$ cat config.mk
export PLATFORM = sky130hd
export DESIGN_NAME = cmp_rr_sched
export DESIGN_NICKNAME = d
export VERILOG_FILES = /design/src/rtl/cmp_rr_sched.sv
export SDC_FILE = /design/constraint.sdc
export NUM_CORES = 1
export LEC_CHECK = 0
export BUFFER_PORTS_ARGS = -buffer_cell sky130_fd_sc_hd__buf_2
export CAP_MARGIN = 20
export CORE_AREA = 2 2 109 111
export CTS_BUF_LIST = sky130_fd_sc_hd__clkbuf_4
export DETAILED_ROUTE_END_ITERATION = 12
export DIE_AREA = 0 0 111 113
export PLACE_DENSITY = 0.7
export SYNTH_ARGS = -nofsm -noshare
export SYNTH_HDL_FRONTEND = slang
export SYNTH_SLANG_ARGS = --single-unit
$ cat constraint.sdc
create_clock -name i_clk -period 11.3 [get_ports i_clk]
set_clock_uncertainty 0.15 [all_clocks]
set_input_delay 1.13 -clock i_clk [delete_from_list [all_inputs] [get_ports i_clk]]
set_output_delay 1.13 -clock i_clk [all_outputs]
set_load 0.05 [all_outputs]
$ cat src/rtl/cmp_rr_sched.sv
// cmp_rr_sched: one 32-bit branch comparator shared by NREQ requesters.
// Round-robin arbitration with a combinational one-hot grant, and a
// single-entry registered response stage that carries the requester ID.
module cmp_rr_sched #(
    parameter  int NREQ = 4,
    localparam int IDW  = $clog2(NREQ)
) (
    input  logic                 i_clk,
    input  logic                 i_rst,
    input  logic [NREQ-1:0]      i_req_valid,
    output logic [NREQ-1:0]      o_req_ready,
    input  logic [32*NREQ-1:0]   i_req_a,
    input  logic [32*NREQ-1:0]   i_req_b,
    input  logic [3*NREQ-1:0]    i_req_cmpop,
    output logic                 o_rsp_valid,
    input  logic                 i_rsp_ready,
    output logic                 o_rsp_taken,
    output logic [IDW-1:0]       o_rsp_id,
    output logic                 o_rsp_illegal
);

    localparam logic [2:0] OP_BEQ  = 3'b000;
    localparam logic [2:0] OP_BNE  = 3'b001;
    localparam logic [2:0] OP_BLT  = 3'b100;
    localparam logic [2:0] OP_BGE  = 3'b101;
    localparam logic [2:0] OP_BLTU = 3'b110;
    localparam logic [2:0] OP_BGEU = 3'b111;

    typedef enum logic {S_EMPTY = 1'b0, S_FULL = 1'b1} state_t;

    state_t          r_state;
    logic [IDW-1:0]  r_ptr;
    logic            r_taken;
    logic [IDW-1:0]  r_id;
    logic            r_illegal;

    logic            w_can_accept;
    logic            w_found;
    logic            w_xfer;
    logic [IDW:0]    w_sum;
    logic [IDW-1:0]  w_gidx;
    logic [IDW-1:0]  w_ptr_nxt;
    logic [NREQ-1:0] w_grant;
    logic [31:0]     w_a;
    logic [31:0]     w_b;
    logic [2:0]      w_op;
    logic [1:0]      w_res;

    // Returns {taken, illegal}; illegal encodings never report taken.
    function automatic logic [1:0] cmp_eval(input logic [31:0] a, input logic [31:0] b,
                                            input logic [2:0] op);
        logic signed [31:0] sa;
        logic signed [31:0] sb;
        sa = a;
        sb = b;
        case (op)
            OP_BEQ:  return {a == b, 1'b0};
            OP_BNE:  return {a != b, 1'b0};
            OP_BLT:  return {sa < sb, 1'b0};
            OP_BGE:  return {sa >= sb, 1'b0};
            OP_BLTU: return {a < b, 1'b0};
            OP_BGEU: return {a >= b, 1'b0};
            default: return 2'b01;
        endcase
    endfunction

    // A new request fits if the output register is empty or is draining this cycle.
    assign w_can_accept = !i_rst && ((r_state == S_EMPTY) || i_rsp_ready);

    // Find the first valid requester at or after the pointer (scan down so the smallest offset wins).
    always_comb begin
        w_found = 1'b0;
        w_gidx  = '0;
        w_sum   = '0;
        for (int off = NREQ - 1; off >= 0; off--) begin
            w_sum = {1'b0, r_ptr} + (IDW+1)'(off);
            if (w_sum >= (IDW+1)'(NREQ))
                w_sum = w_sum - (IDW+1)'(NREQ);
            if (i_req_valid[w_sum[IDW-1:0]]) begin
                w_found = 1'b1;
                w_gidx  = w_sum[IDW-1:0];
            end
        end
    end

    assign w_xfer    = w_found && w_can_accept;
    assign w_ptr_nxt = (w_gidx == IDW'(NREQ - 1)) ? '0 : w_gidx + IDW'(1);

    // Route the winner's operands to the comparator and build the one-hot grant.
    always_comb begin
        w_a     = '0;
        w_b     = '0;
        w_op    = '0;
        w_grant = '0;
        for (int k = 0; k < NREQ; k++) begin
            if (w_gidx == IDW'(k)) begin
                w_a        = i_req_a[32*k +: 32];
                w_b        = i_req_b[32*k +: 32];
                w_op       = i_req_cmpop[3*k +: 3];
                w_grant[k] = w_xfer;
            end
        end
    end

    assign w_res       = cmp_eval(w_a, w_b, w_op);
    assign o_req_ready = w_grant;

    // Response-stage FSM: capture on transfer, drain on consumer ready, hold while stalled.
    always_ff @(posedge i_clk) begin
        if (i_rst) begin
            r_state   <= S_EMPTY;
            r_ptr     <= '0;
            r_taken   <= 1'b0;
            r_id      <= '0;
            r_illegal <= 1'b0;
        end else begin
            case (r_state)
                S_EMPTY: begin
                    if (w_xfer) begin
                        r_state   <= S_FULL;
                        r_taken   <= w_res[1];
                        r_illegal <= w_res[0];
                        r_id      <= w_gidx;
                        r_ptr     <= w_ptr_nxt;
                    end
                end
                S_FULL: begin
                    if (w_xfer) begin
                        r_taken   <= w_res[1];
                        r_illegal <= w_res[0];
                        r_id      <= w_gidx;
                        r_ptr     <= w_ptr_nxt;
                    end else if (i_rsp_ready) begin
                        r_state   <= S_EMPTY;
                    end
                end
                default: r_state <= S_EMPTY;
            endcase
        end
    end

    assign o_rsp_valid   = (r_state == S_FULL);
    assign o_rsp_taken   = r_taken;
    assign o_rsp_id      = r_id;
    assign o_rsp_illegal = r_illegal;

endmodule
Word-level counts from Yosys, hierarchy flattened
Cells that the tools add are included.
{ "classes": {"n_addsub": 8, "magnitude_cmp": 12, "eq_ne": 10, "n_mux": 46, "bitwise": 1, "n_reduce_logical": 6} }
{ "op_table": {"columns": ["op", "count"], "rows": [
  ["32-bit two-way mux", 8],
  ["32-bit >= comparator", 2],
  ["32-bit less-than comparator", 2],
  ["32-bit == test", 1],
  ["32-bit != test", 1],
  ["2-bit two-way mux", 11],
  ["1-bit two-way mux", 17],
  ["3-bit == test, second input constant", 4],
  ["2-bit by 3-bit less-than comparator with 1-bit output, second input constant", 4],
  ["3-bit two-way mux", 4],
  ["2-bit case mux with 6 select lines", 1],
  ["3-bit >= comparator, second input constant", 3],
  ["1-bit binary-select mux with 2-bit select", 4],
  ["2-bit by 1-bit subtractor with 2-bit output, second input constant", 4],
  ["2-bit by 2-bit adder with 3-bit output, second input constant", 2],
  ["2-bit == test, second input constant", 2],
  ["2-bit by 1-bit adder with 3-bit output, second input constant", 1],
  ["3-bit by 1-bit == test with 1-bit output, second input constant", 1],
  ["2-bit by 3-bit >= comparator with 1-bit output, second input constant", 1],
  ["3-bit zero test", 1],
  ["2-bit by 1-bit adder with 2-bit output, second input constant", 1],
  ["2-bit by 1-bit == test with 1-bit output, second input constant", 1],
  ["1-bit logical AND", 2],
  ["2-bit zero test", 1],
  ["other kinds (4)", 4]
]} }
{ "totals": {"regBits": 7, "elab_cells": 88} }

Depth between registers and ports, before layout
{ "depth": {"depth_word": 17, "mapped_depth": 24, "ltp_nobuf": 22} }

Worst setup path after synthesis
OpenSTA, ideal clock, no wires.
{ "synth_path": {"path_kind": "input to register", "from": "input i_req_valid[0]", "to": "register r_taken, in the netlist o_rsp_taken", "setup_time_ns": 0.116, "arrival_time_ns": 4.711, "setup_slack_ns": 6.323, "path_stages": 22, "n_path_buf": 3, "cell_sequence": "inv_1 nor2_1 a21oi_1 o22ai_1 a21oi_1 inv_1 ha_1 buf_2 nor2b_1 buf_2 clkbuf_1 a22oi_1 nor2_1 a21oi_1 o21ai_0 ha_1 nand4_1 or4_1 or3b_4 xor2_1 o21ai_1 a31o_1"} }
{ "synth_via": {"elab_chain_len": 14, "elab_cells_between_ends": 47} }
{ "synth_rtl": {"columns": ["element", "line_no", "source"], "rows": [
  ["start, declared", "10", "input logic [NREQ-1:0] i_req_valid,"],
  ["1-bit binary-select mux with 2-bit select", "79", "if (i_req_valid[w_sum[IDW-1:0]]) begin"],
  ["1-bit two-way mux (implied by the code)", "79", null],
  ["2-bit two-way mux (3 in series)", "79", null],
  ["2-bit two-way mux *", "79", null],
  ["net w_gidx[0]", "41", "logic [IDW-1:0] w_gidx;"],
  ["2-bit zero test", "96", "if (w_gidx == IDW'(k)) begin"],
  ["32-bit two-way mux or 3-bit two-way mux (tied branches) (4 in series)", "96", null],
  ["32-bit >= comparator, or another cell as far along", "62", "OP_BGEU: return {a >= b, 1'b0};"],
  ["2-bit case mux with 6 select lines *", "56", "case (op)"],
  ["1-bit two-way mux *", "119, 128", null],
  ["end signal, assigned", "121", "r_taken <= w_res[1];"],
  ["end signal, assigned", "129", "r_taken <= w_res[1];"],
  ["end, declared", "33", "logic r_taken;"]
]} }
Mark *: on every way through the listed nets, which the timed path passes. The rest lies on a longest branch. The select of a mux whose other input is x is not followed.
A chain may end at the register's enable or synchronous reset.

Worst setup path after layout
Same ends and word-level chain as after synthesis.

==> metrics.csv <==
stage;metric;value;unit
outcome;status;completed;
sta;normalized max-slew margin;45.9;%
synth;register area share after synthesis;4.42;%
floorplanning;chip width;111;µm
floorplanning;row cnt;39;
floorplanning;starting density of the core;28.1;%
sta;max-slew violation count;0;
finish;layout cells sized above 1;36.2;%
clocking;CTS HTree Levels;1;
clocking;Setup Fix Bufs, Post-CTS;0;
synth;cell area after synthesis;3170;µm²
floorplanning;core area;11300;µm²
synth;Post-synth top flop;dfxtp_1;
detailed_routing;routed vias/inst;4.94;
synth;number of synthesized register bits;7;
finish;Layout area overhead;48.0;%
sta;Fin. Hold Viols;0;
place;Final GP Congestion;0.887;
clocking;clk buf depth;2;
worst_setup_path;CP required;11.31;ns
grt;vias in the first global route;4581;
synth;syn_area_per_cell;5.38;µm²
detailed_routing;routed vias;4829;
pwr;worst-case vdd ir drop;0.0605;mV
finish;final std cells w/o fill;978;
pwr;Leakage;2.43;nW
sta;Setup Viol. Count Final;0;
clocking;TritonCTS buffer count;3;
place;port bufs;283;
grt;largest net degree at the start of global routing;88;
floorplanning;I/O pin count;284;
grt;GRT overflow;0;
synth;Synth Warn #;0;
synth;post-synth cell types;36;
grt;GRT met1 Usage;22.3;%
sta;FMAX;168;MHz
detailed_routing;DRT Pass-1 Iters;4;
clocking;clock slew at reported path FFs;0.06;ns
grt;met2 Usage GRT;40.6;%
worst_setup_path;crit-path max FO;53;
sta;hold slack final;0.303;ns
hold_path;Worst Hold Class;reg -> reg;
grt;first-pass GRT wire length;21100;µm
pwr;Power Density;148;nW/µm²
synth;share of the synthesized area in the top cell type;24.3;%
detailed_routing;drt total wl;13600;µm
worst_setup_path;critical setup path kind;in -> reg;
place;hpwl dp;11100;µm
detailed_routing;routed length per instance;13.9;µm
sta;setup_tns;0;ns
floorplanning;Die Y;113;µm
sta;crit path time final;5.94;ns
place;dpl cells;973;
grt;Tot GR Track Use;20.4;%
clocking;Root Driver;clkbuf_4;
worst_setup_path;CP Launch Type;input pin;
sta;RSZ-0062 raised after global routing;no;
worst_setup_path;crit path capture type;register;
synth;Post-Synthesis Cells;590;
finish;Final #Nets;1146;
synth;top post-synthesis cells by area;a21oi_1, nor2_1, ha_1;
grt;met3 Use GR;4.07;%
clocking;cts hold-fix bufs;0;
sta;period utilization;52.6;%
flow_run;max_cap viols;0;
detailed_routing;Antenna Nets Post-Route;0;
floorplanning;Die ar.;12500;µm²
clocking;clk_lat worst skew;0.26;ns
clocking;CTS tree;yes;
clocking;# resized after CTS;0;
detailed_routing;Remaining DRCs;0;
grt;initial antenna violation count;1;
worst_setup_path;worst path arrival time;5.95;ns
synth;Yosys top cell by area;a21oi_1;
grt;Most Crowded Layer GR;met2;
synth;Synth Net Count;901;
synth;ys async rst share;0;%
clocking;CTS sink cnt;7;
pwr;Power, Total;0.000694;W
detailed_routing;Initial DRC Count;255;
synth;Post-synth EDFFs;0;
sta;worst-margin pin slew;0.811;ns
==> report_power, final <==
part           internal, W  leakage [nW]  switching, W
registers        0.0000294        0.0580    0.00000328
clock network    0.0000131        0.0177     0.0000123
logic             0.000254          2.36      0.000381
==> cells by family (layout without fill, tap and decap cells) <==
family                     Yosys count  in the layout  share of synthesized area, %
buffers and inverters               56            300                          6.74
muxes                                1              1                         0.315
other                                0              1                             0
and+or+nand+nor                    245            245                          31.9
DFF                                  7              7                          4.42
xor gates and xnor gates             1              1                         0.276
adders and majority gates           36             36                          14.2
AOI/OAI and AO/OA                  244            244                          42.1
==> worst max-delay path, cell delays in order <==
cell     delay [ns]
buf_2          0.11
inv_1          0.06
nor2_1         0.05
a21oi_1        0.11
o22ai_1        0.09
a21oi_1        0.53
ha_4           0.59
buf_4          0.53
nor2b_2        0.08
buf_4          0.27
a22oi_1        0.18
nor2_1         0.06
a21oi_1        0.14
o21ai_0        0.09
ha_1           0.36
nand4_1        0.14
or4_1          0.57
or3b_4         0.43
xor2_1         0.15
o21ai_1        0.07
a31o_1         0.21
==> worst paths after layout <==
path / end / slack [ns] / start / cells after the start
worst max register to register: o_rsp_taken / 5.98 / r_ptr[0] / 19
worst min register to register: o_rsp_illegal / 0.30 / o_rsp_illegal / 2
worst max-delay path: o_rsp_taken / 5.36 / i_req_valid[0] / 21
worst min-delay path: o_rsp_illegal / 0.30 / o_rsp_illegal / 2
==> Yosys cell counts (all sizes together) (4+ instances only) <==
cell and count:
a22oi 34, o22ai 8, a21oi 155, ha 36
inv 7, o21ai 41, nor2b 4, dfxtp 7
nand2 80, nand4 7, clkbuf 45, nor2 134
buf 4
==> metal layers <==
metal  up-vias  share of wire, %
met4         0               1.4
li1       2587                 -
met3        14               8.4
met2       211                51
met5         -                 0
met1      2017                39
==> cell type report <==
class	instances	area [µm²]
clock buffer	3	22.5
multi-input combinational	527	2860
timing repair buffer	289	1460
antenna	1	2.50
inverter	7	26.3
tap	143	179
fill	1294	6580
clock inverter	1	5.00
sequential	7	140
==> flip-flops by register name (all words and copies together) (netlist names) <==
register	flops
o_rsp_id	2
r_ptr	2
o_rsp_illegal	1
o_rsp_valid	1
o_rsp_taken	1
==> cell usage in the layout, fill, tap and decap left out, drive strengths merged, types with 3 or more instances in the layout <==
cell and count:
nand3b 3, nor2b 4, and2 3, o21ai 41, a21oi 155, a22oi 34
nand4 7, buf 289, clkbuf 3, dfxtp 7, o22ai 8, nor2 134
ha 36, nand2 80, inv 7
==> stage by stage <==
step	worst slack, ns	area [µm²]	util [%]
after global routing	4.79	4690	41.6
after global placement	5.15	4670	41.4
after CTS	5.31	4690	41.6
after floorplan	6.32	3170	-
after detailed placement	5.04	4670	41.4
final	5.36	4700	41.7
No activity file was read; power rests on OpenSTA's default activity.
